$ cat src/rtl/rvv_backend_rs_credit_ctrl_pkg.sv
// Shared constants for the reservation-station credit tracker: RS indices and default depths.
package rvv_backend_rs_credit_ctrl_pkg;

  localparam int unsigned NUM_RS    = 5;

  localparam int unsigned RS_ALU    = 0;
  localparam int unsigned RS_PMTRDT = 1;
  localparam int unsigned RS_MUL    = 2;
  localparam int unsigned RS_DIV    = 3;
  localparam int unsigned RS_LSU    = 4;

  localparam int unsigned DEF_NUM_DP_UOP   = 2;
  localparam int unsigned DEF_NUM_POP      = 2;
  localparam int unsigned DEF_ALU_DEPTH    = 8;
  localparam int unsigned DEF_PMTRDT_DEPTH = 4;
  localparam int unsigned DEF_MUL_DEPTH    = 4;
  localparam int unsigned DEF_DIV_DEPTH    = 4;
  localparam int unsigned DEF_LSU_DEPTH    = 8;

endpackage

$ cat src/rtl/rvv_backend_rs_credit.sv
// Free-entry counter for one reservation station; ready is derived from registered credit only.
module rvv_backend_rs_credit #(
  parameter int unsigned DEPTH      = 4,
  parameter int unsigned NUM_DP_UOP = 2,
  parameter int unsigned NUM_POP    = 2
) (
  input  logic                  clk,
  input  logic                  rst_n,
  input  logic                  flush,
  input  logic [NUM_DP_UOP-1:0] push,
  input  logic [NUM_POP-1:0]    pop,
  output logic [NUM_DP_UOP-1:0] ready,
  output logic                  err
);

  localparam int unsigned CntW = $clog2(DEPTH + 1);
  localparam int unsigned SumW = CntW + 2;
  localparam logic [CntW-1:0]        DepthC = CntW'(DEPTH);
  localparam logic signed [SumW-1:0] DepthS = SumW'(DEPTH);

  logic [CntW-1:0]        free_q, free_d;
  logic                   err_q, err_d;
  logic signed [SumW-1:0] push_cnt, pop_cnt, free_next;
  logic                   push_bad;

  always_comb begin
    push_cnt = '0;
    pop_cnt  = '0;
    push_bad = 1'b0;
    for (int i = 0; i < NUM_DP_UOP; i++) begin
      push_cnt = push_cnt + $signed(SumW'(push[i]));
      // Each slot is checked against its own threshold, not a prefix of earlier slots.
      if (push[i] && !(int'(free_q) > i)) push_bad = 1'b1;
    end
    for (int i = 0; i < NUM_POP; i++) begin
      pop_cnt = pop_cnt + $signed(SumW'(pop[i]));
    end
    free_next = $signed(SumW'(free_q)) - push_cnt + pop_cnt;
  end

  always_comb begin
    free_d = free_q;
    err_d  = err_q;
    if (flush) begin
      free_d = DepthC;
    end else if (push_bad || (free_next < 0)) begin
      free_d = '0;
      err_d  = 1'b1;
    end else if (free_next > DepthS) begin
      free_d = DepthC;
      err_d  = 1'b1;
    end else begin
      free_d = free_next[CntW-1:0];
    end
  end

  always_ff @(posedge clk or negedge rst_n) begin
    if (!rst_n) begin
      free_q <= DepthC;
      err_q  <= 1'b0;
    end else begin
      free_q <= free_d;
      err_q  <= err_d;
    end
  end

  always_comb begin
    for (int i = 0; i < NUM_DP_UOP; i++) begin
      ready[i] = (int'(free_q) > i) && !flush;
    end
  end

  assign err = err_q;

endmodule

$ cat src/rtl/rvv_backend_rs_credit_ctrl.sv
// Credit-based ready generation for the ALU, PMTRDT, MUL, DIV and LSU reservation stations.
module rvv_backend_rs_credit_ctrl
  import rvv_backend_rs_credit_ctrl_pkg::*;
#(
  parameter int unsigned NUM_DP_UOP   = DEF_NUM_DP_UOP,
  parameter int unsigned NUM_POP      = DEF_NUM_POP,
  parameter int unsigned ALU_DEPTH    = DEF_ALU_DEPTH,
  parameter int unsigned PMTRDT_DEPTH = DEF_PMTRDT_DEPTH,
  parameter int unsigned MUL_DEPTH    = DEF_MUL_DEPTH,
  parameter int unsigned DIV_DEPTH    = DEF_DIV_DEPTH,
  parameter int unsigned LSU_DEPTH    = DEF_LSU_DEPTH
) (
  input  logic                  clk,
  input  logic                  rst_n,
  input  logic                  trap_flush_rvv,
  input  logic [NUM_DP_UOP-1:0] rs_valid_dp2alu,
  input  logic [NUM_DP_UOP-1:0] rs_valid_dp2pmtrdt,
  input  logic [NUM_DP_UOP-1:0] rs_valid_dp2mul,
  input  logic [NUM_DP_UOP-1:0] rs_valid_dp2div,
  input  logic [NUM_DP_UOP-1:0] rs_valid_dp2lsu,
  input  logic [NUM_POP-1:0]    pop_alu,
  input  logic [NUM_POP-1:0]    pop_pmtrdt,
  input  logic [NUM_POP-1:0]    pop_mul,
  input  logic [NUM_POP-1:0]    pop_div,
  input  logic [NUM_POP-1:0]    pop_lsu,
  output logic [NUM_DP_UOP-1:0] rs_ready_alu2dp,
  output logic [NUM_DP_UOP-1:0] rs_ready_pmtrdt2dp,
  output logic [NUM_DP_UOP-1:0] rs_ready_mul2dp,
  output logic [NUM_DP_UOP-1:0] rs_ready_div2dp,
  output logic [NUM_DP_UOP-1:0] rs_ready_lsu2dp,
  output logic [NUM_RS-1:0]     credit_err
);

  rvv_backend_rs_credit #(
    .DEPTH      (ALU_DEPTH),
    .NUM_DP_UOP (NUM_DP_UOP),
    .NUM_POP    (NUM_POP)
  ) u_alu (
    .clk   (clk),
    .rst_n (rst_n),
    .flush (trap_flush_rvv),
    .push  (rs_valid_dp2alu),
    .pop   (pop_alu),
    .ready (rs_ready_alu2dp),
    .err   (credit_err[RS_ALU])
  );

  rvv_backend_rs_credit #(
    .DEPTH      (PMTRDT_DEPTH),
    .NUM_DP_UOP (NUM_DP_UOP),
    .NUM_POP    (NUM_POP)
  ) u_pmtrdt (
    .clk   (clk),
    .rst_n (rst_n),
    .flush (trap_flush_rvv),
    .push  (rs_valid_dp2pmtrdt),
    .pop   (pop_pmtrdt),
    .ready (rs_ready_pmtrdt2dp),
    .err   (credit_err[RS_PMTRDT])
  );

  rvv_backend_rs_credit #(
    .DEPTH      (MUL_DEPTH),
    .NUM_DP_UOP (NUM_DP_UOP),
    .NUM_POP    (NUM_POP)
  ) u_mul (
    .clk   (clk),
    .rst_n (rst_n),
    .flush (trap_flush_rvv),
    .push  (rs_valid_dp2mul),
    .pop   (pop_mul),
    .ready (rs_ready_mul2dp),
    .err   (credit_err[RS_MUL])
  );

  rvv_backend_rs_credit #(
    .DEPTH      (DIV_DEPTH),
    .NUM_DP_UOP (NUM_DP_UOP),
    .NUM_POP    (NUM_POP)
  ) u_div (
    .clk   (clk),
    .rst_n (rst_n),
    .flush (trap_flush_rvv),
    .push  (rs_valid_dp2div),
    .pop   (pop_div),
    .ready (rs_ready_div2dp),
    .err   (credit_err[RS_DIV])
  );

  rvv_backend_rs_credit #(
    .DEPTH      (LSU_DEPTH),
    .NUM_DP_UOP (NUM_DP_UOP),
    .NUM_POP    (NUM_POP)
  ) u_lsu (
    .clk   (clk),
    .rst_n (rst_n),
    .flush (trap_flush_rvv),
    .push  (rs_valid_dp2lsu),
    .pop   (pop_lsu),
    .ready (rs_ready_lsu2dp),
    .err   (credit_err[RS_LSU])
  );

endmodule

$ cat config.mk
export PLATFORM = sky130hd
export DESIGN_NAME = rvv_backend_rs_credit_ctrl
export DESIGN_NICKNAME = d
export VERILOG_FILES = /design/src/rtl/rvv_backend_rs_credit_ctrl_pkg.sv /design/src/rtl/rvv_backend_rs_credit.sv /design/src/rtl/rvv_backend_rs_credit_ctrl.sv
export SDC_FILE = /design/constraint.sdc
export NUM_CORES = 1
export LEC_CHECK = 0
export CAP_MARGIN = 20
export CORE_AREA = 2 2 68 70
export DETAILED_ROUTE_END_ITERATION = 16
export DIE_AREA = 0 0 70 72
export PLACE_DENSITY = 0.84
export SLEW_MARGIN = 10
export SYNTH_ARGS = -nofsm -noshare
export SYNTH_HDL_FRONTEND = slang
export SYNTH_HIERARCHICAL = 1
export SYNTH_SLANG_ARGS = --single-unit
$ cat constraint.sdc
create_clock -name clk -period 7 [get_ports clk]
set_input_delay 1.75 -clock clk [delete_from_list [all_inputs] [get_ports clk]]
set_output_delay 1.75 -clock clk [all_outputs]
set_load 0.005 [all_outputs]
# Yosys cells after proc, flatten, opt, wreduce, memory -nomap -nowiden
# Index checks and enable logic that the tools add are counted.
[op_classes]
add_sub_neg = 20
n_bitwise = 1
n_mux = 35
mul = 0
n_eq_ne = 0
n_reduce_logical = 46
div = 0
n_shift = 0
n_lt_le_gt_ge = 20
[op_table]
columns = ["cell", "n"]
rows = [
  ["3-bit 2-to-1 mux", 9],
  ["4-bit 2-to-1 mux", 6],
  ["1-bit by 1-bit adder with 2-bit output", 10],
  ["1-bit logical AND", 20],
  ["1-bit 2-to-1 mux", 20],
  ["3-bit by 1-bit > comparator with 1-bit output (second input constant)", 6],
  ["4-bit by 1-bit > comparator with 1-bit output (second input constant)", 4],
  ["5-bit by 3-bit adder with 5-bit output", 3],
  ["5-bit by 4-bit > comparator with 1-bit output (second input constant)", 3],
  ["5-bit by 1-bit less-than comparator with 1-bit output (second input constant)", 3],
  ["4-bit by 5-bit subtractor with 5-bit output", 3],
  ["6-bit by 3-bit adder with 6-bit output", 2],
  ["6-bit by 5-bit > comparator with 1-bit output (second input constant)", 2],
  ["6-bit by 1-bit less-than comparator with 1-bit output (second input constant)", 2],
  ["5-bit by 6-bit subtractor with 6-bit output", 2],
  ["1-bit zero test", 11],
  ["2-bit AND reduction", 5],
  ["2-bit nonzero test", 5],
  ["1-bit logical OR", 5],
  ["1-bit NOT", 1],
]
[word_totals]
register_bits = 22
mem_bits_rw = 0
rom_bits = 0
elab_cells = 132
output_inout_bits = 15
latchBits = 0
inputBits = 23
n_memories = 0

# Logic depth before layout (Yosys ltp)
[logic_depth]
word_depth = 8
depth_mapped = 13
depth_no_buf = 12

# By module
# The synthesis kept the hierarchy.
[modules_own_cells]
columns = ["mod", "instances", "area_per_inst_um2", "cells_per_inst", "seq_area_each_um2"]
rows = [
  ["rvv_backend_rs_credit at u_div ...", 3, 439.2, 42, 101.3],
  ["rvv_backend_rs_credit at u_lsu", 1, 563.0, 56, 126.4],
  ["rvv_backend_rs_credit at u_alu", 1, 550.5, 60, 126.4],
]

# Worst setup path after synthesis
# No wires, ideal clock.
[synth_timing]
path_type = "input port to flip-flop"
start = "input rs_valid_dp2lsu[0]"
end = "register u_lsu.err_q (netlist: u_lsu/err)"
required_ns = 6.874
stages = 11
t_arrival_ns = 4.259
setup_slack_ns = 2.615
path_buffers = 1
setup_ns = 0.126
cell_sequence = "fa_1 inv_1 ha_1 xor2_1 ha_1 inv_1 fa_1 buf_4 nor4b_4 o21ai_1 a221o_1"
[synth_via]
elab_chain_len = 7
elab_cells_between_ends = 12
classes_between = "3 x add/sub; 2 x order compare; 3 x mux; 4 x reduce/logical"
[synth_lines]
columns = ["item", "line_no", "text"]
rows = [
  ["start, declared", "rvv_backend_rs_credit_ctrl.sv:20", "input logic [NUM_DP_UOP-1:0] rs_valid_dp2lsu,"],
  ["1-bit by 1-bit adder with 2-bit output", "rvv_backend_rs_credit.sv:31", "push_cnt = push_cnt + $signed(SumW'(push[i]));"],
  ["5-bit by 6-bit subtractor with 6-bit output", "rvv_backend_rs_credit.sv:38", "free_next = $signed(SumW'(free_q)) - push_cnt + pop_cnt;"],
  ["6-bit by 3-bit adder with 6-bit output", "rvv_backend_rs_credit.sv:38", ""],
  ["6-bit by 1-bit less-than comparator with 1-bit output", "rvv_backend_rs_credit.sv:46", "end else if (push_bad || (free_next < 0)) begin"],
  ["1-bit logical OR", "rvv_backend_rs_credit.sv:46", ""],
  ["2-bit nonzero test (no source line)", "--", ""],
  ["2-bit AND reduction (no source line)", "--", ""],
  ["end signal, assigned", "rvv_backend_rs_credit.sv:63", "err_q <= err_d;"],
  ["end, declared", "rvv_backend_rs_credit.sv:22", "logic err_q, err_d;"],
]
# Several ways; a longest one is shown, not always the timed one.
# A chain may end at the register's enable or synchronous reset.

# Worst setup path in the final report
[layout_timing]
start = "input trap_flush_rvv"
end = "output rs_ready_div2dp[0]"
[layout_via]
elab_chain_len = 2
[layout_lines]
columns = ["item", "line_no", "text"]
rows = [
  ["start, declared", "rvv_backend_rs_credit_ctrl.sv:15", "input logic trap_flush_rvv,"],
  ["1-bit zero test", "rvv_backend_rs_credit.sv:69", "ready[i] = (int'(free_q) > i) && !flush;"],
  ["1-bit logical AND", "rvv_backend_rs_credit.sv:69", ""],
  ["end, declared", "rvv_backend_rs_credit_ctrl.sv:29", "output logic [NUM_DP_UOP-1:0] rs_ready_div2dp,"],
]
# No other way between the ends.

==> flow_summary.toml <==
[finish]
fillers = 342
final_util_pct = 68.7
register_area_um2 = 557
multiInputGateArea_um2 = 1700
drive_gt1_share_pct = 11.0
final_nets = 346
diodes = 0
area_growth_pct = 20.5

[sta]
max-slew-margin-rel_pct = 33.1
rsz0062_at_grt = "no"
final_max_slew_viol_count = 0
min_period_ps = 5050
whs_ps = 554
tightest_slew_ps = 1000
hold_violations = 0
post-route-period-util_pct = 72.1
setup_viol = 0
skew_ps = 4.16
max_freq_mhz = 198
tns_ps = 0

[pwr]
p_total_uw = 993
pwr_density_cell_nw_per_um2 = 339
leakagePower_nw = 1.36
peakVddDrop_v = 0.000220

[routing]
dr_total_vias = 1912
drtAntennaViolNets = 0
wl_um = 4840
vias_per_cell = 5.72
drt_iter0_markers = 100
wl_per_cell_um = 14.5
drc = 0
first_pass_iters = 4

[synthesis]
synthesis.area_um2 = 2430
yosysTopAreaCell = "dfrtp_1"
yosys_warnings = 6
synth_xor_area_share_pct = 8.13
synth_nets = 305
synthAdderAreaFrac_pct = 23.7
yosysTopAreaCellShare_pct = 17.5
synthMuxAreaShare_pct = 2.32
synth_top_family_by_area = "adder cells"
synthTopCellsByArea = "dfrtp_1 17%, ha_1 15%, fa_1 8.2%"
synth-simple-area-share_pct = 20.0
synth_compound_area_share_pct = 15.7
yosys.cell_types.count = 52
avgSynthCellArea_um2 = 10.0
seq_area_frac_synth_pct = 22.9
synth_seq_cells = 22
syn-instance-count = 242

[setup_path]
crit_arrival_ps = 3300
crit_required_ps = 5250
cp-start-kind = "input pin"
worstPathMaxFanout = 12
rrSetupSlack_ps = 3660
r2r_start = "u_lsu/free_q[0]$_DFF_PN0_"
crit_start = "trap_flush_rvv"
crit_path_end_kind = "primary output"
critical_path_class = "in -> out"

[global_routing]
grt_pass1_wl_um = 8550
grtUsageMet3_pct = 3.06
grt_max_degree = 23
grt_pass1_vias = 1905
busiest_layer = "met2"
use_met2_pct = 36.2
antenna_found_initial = 0
grtUsageMet1_pct = 28.0
overflow = 0
gr-usage-all-layers_pct = 20.4

[worst_hold_path]
hold_path_class = "reg -> reg"
hp-start = "u_pmtrdt/err$_DFFE_PN0P_"

[cts]
post_cts_resized = 0
cts_buffers = 3
cts.htree.levels = 1
cts_tree = "built"
clkLatencyLatePin_ps = 260
cts.path.max_buffers = 2
post-cts-setup-buffers = 0
clkTransAtPathRegs_ps = 70
holdBufCountCts = 0
root_buffer = "clkbuf_8"
cts.sinks = 22

[floorplanning]
die_height_um = 72
rows = 24
die_area_um2 = 5040
start_util_pct = 57.0
io_pins = 38
die_w_um = 70
core_area_um2 = 4260

[placement]
dp_hpwl_um = 3930
port_buffers = 37
place.gp.congestion = 0.909

[flow_run]
max_cap_viol_count = 0

[run_status]
status = "finished clean"
## where the power goes
group	internal (mW)	total [mW]	switching [mW]
Clock	0.0764	0.117	0.0406
Sequential	0.164	0.204	0.0397
Combinational	0.341	0.672	0.331
Total	0.582	0.993	0.411
## flip-flops by register name, summed over array words and instances (netlist names)
register,flops
u_alu/err,1
u_alu/free_q,4
u_div/err,1
u_mul/free_q,3
u_pmtrdt/err,1
u_mul/err,1
u_lsu/free_q,4
u_div/free_q,3
u_lsu/err,1
u_pmtrdt/free_q,3
## per-stage QoR
step           cells  setup slack [ps]  cell area, µm²
6_report         334              1950            2930
5_1_grt          334              1870            2930
3_5_place_dp     330              1900            2860
2_1_floorplan    242              2620            2430
4_1_cts          334              1970            2930
3_3_place_gp     330              1960            2860
## logic make-up after synthesis
group	after synthesis
buf+inv	44
simple gates	63
mux	4
fa+ha+maj	40
flops	22
xor+xnor	17
compound gates	52
## path summary, 6_finish.rpt
| check | end | cells past startpoint |
|---|---|---|
| min in group asynchronous | u_alu/free_q[2]$_DFF_PN0_ | 1 |
| min | u_pmtrdt/err$_DFFE_PN0P_ | 2 |
| max | rs_ready_div2dp[0] | 4 |
| max in group asynchronous | u_pmtrdt/free_q[1]$_DFF_PN0_ | 1 |
| min reg2reg | u_pmtrdt/err$_DFFE_PN0P_ | 2 |
| max reg2reg | u_lsu/free_q[0]$_DFF_PN0_ | 11 |
## worst max-delay path: stages
cell and delay (ps):
clkdlybuf4s50_1 600, buf_4 290, a21oi_1 130, clkdlybuf4s50_1 530
## cell type report
cell class,count,share of cell area [%]
multi-input cells,176,57.9
flip-flops and latches,22,19.0
repair buffers,39,13.2
inverters,41,5.25
well taps,52,2.22
clock buffers,3,1.41
clock inverters,1,1.03
## cells in the mapped netlist (all sizes together)
| cell | instances |
|---|---|
| nand2b | 1 |
| xnor2 | 8 |
| xnor3 | 3 |
| buf | 2 |
| o221ai | 1 |
| nand2 | 10 |
| and3 | 1 |
| a32oi | 1 |
| xor2 | 6 |
| nor3 | 2 |
| ha | 30 |
| a21oi | 9 |
| nor2 | 13 |
| nor3b | 3 |
| a31o | 2 |
| nor4 | 5 |
| a21o | 5 |
| a2111oi | 3 |
| o21a | 1 |
| o31ai | 1 |
| nand3 | 5 |
| and2b | 2 |
| clkbuf | 1 |
| a311oi | 1 |
| or4b | 2 |
| o21bai | 1 |
| inv | 41 |
| nor4b | 10 |
| o21ai | 10 |
| mux2 | 4 |
| nand3b | 4 |
| o22ai | 3 |
| fa | 10 |
| a31oi | 2 |
| a2bb2oi | 5 |
| nor2b | 5 |
| a221o | 1 |
| a211oi | 1 |
| a211o | 2 |
| o21ba | 3 |
| dfstp | 5 |
| dfrtp | 17 |
## metal layers
layer  routed length (µm)  vias to the layer above  part of all wire (%)
met5                    0                        -                     0
met4                    0                        0                     0
met3                  237                        0                   4.9
met2                 2400                       53                    50
met1                 2210                      926                    46
li1                     -                      933                     -
## placed cells by master, fill, tap and decap left out, types with 5 or more instances in the layout
cell type and instances:
xor2_1 5, a21o_1 5, inv_1 41, nand2_1 10, nor2b_1 5, ha_1 30, a21oi_1 9, fa_1 10
dfrtp_1 17, xnor2_1 8, clkdlybuf4s50_1 37, nor4b_4 5, o21ai_0 9, nand3_1 5, nor2_1 13, dfstp_2 5
No activity file was read; power rests on OpenSTA's default activity.
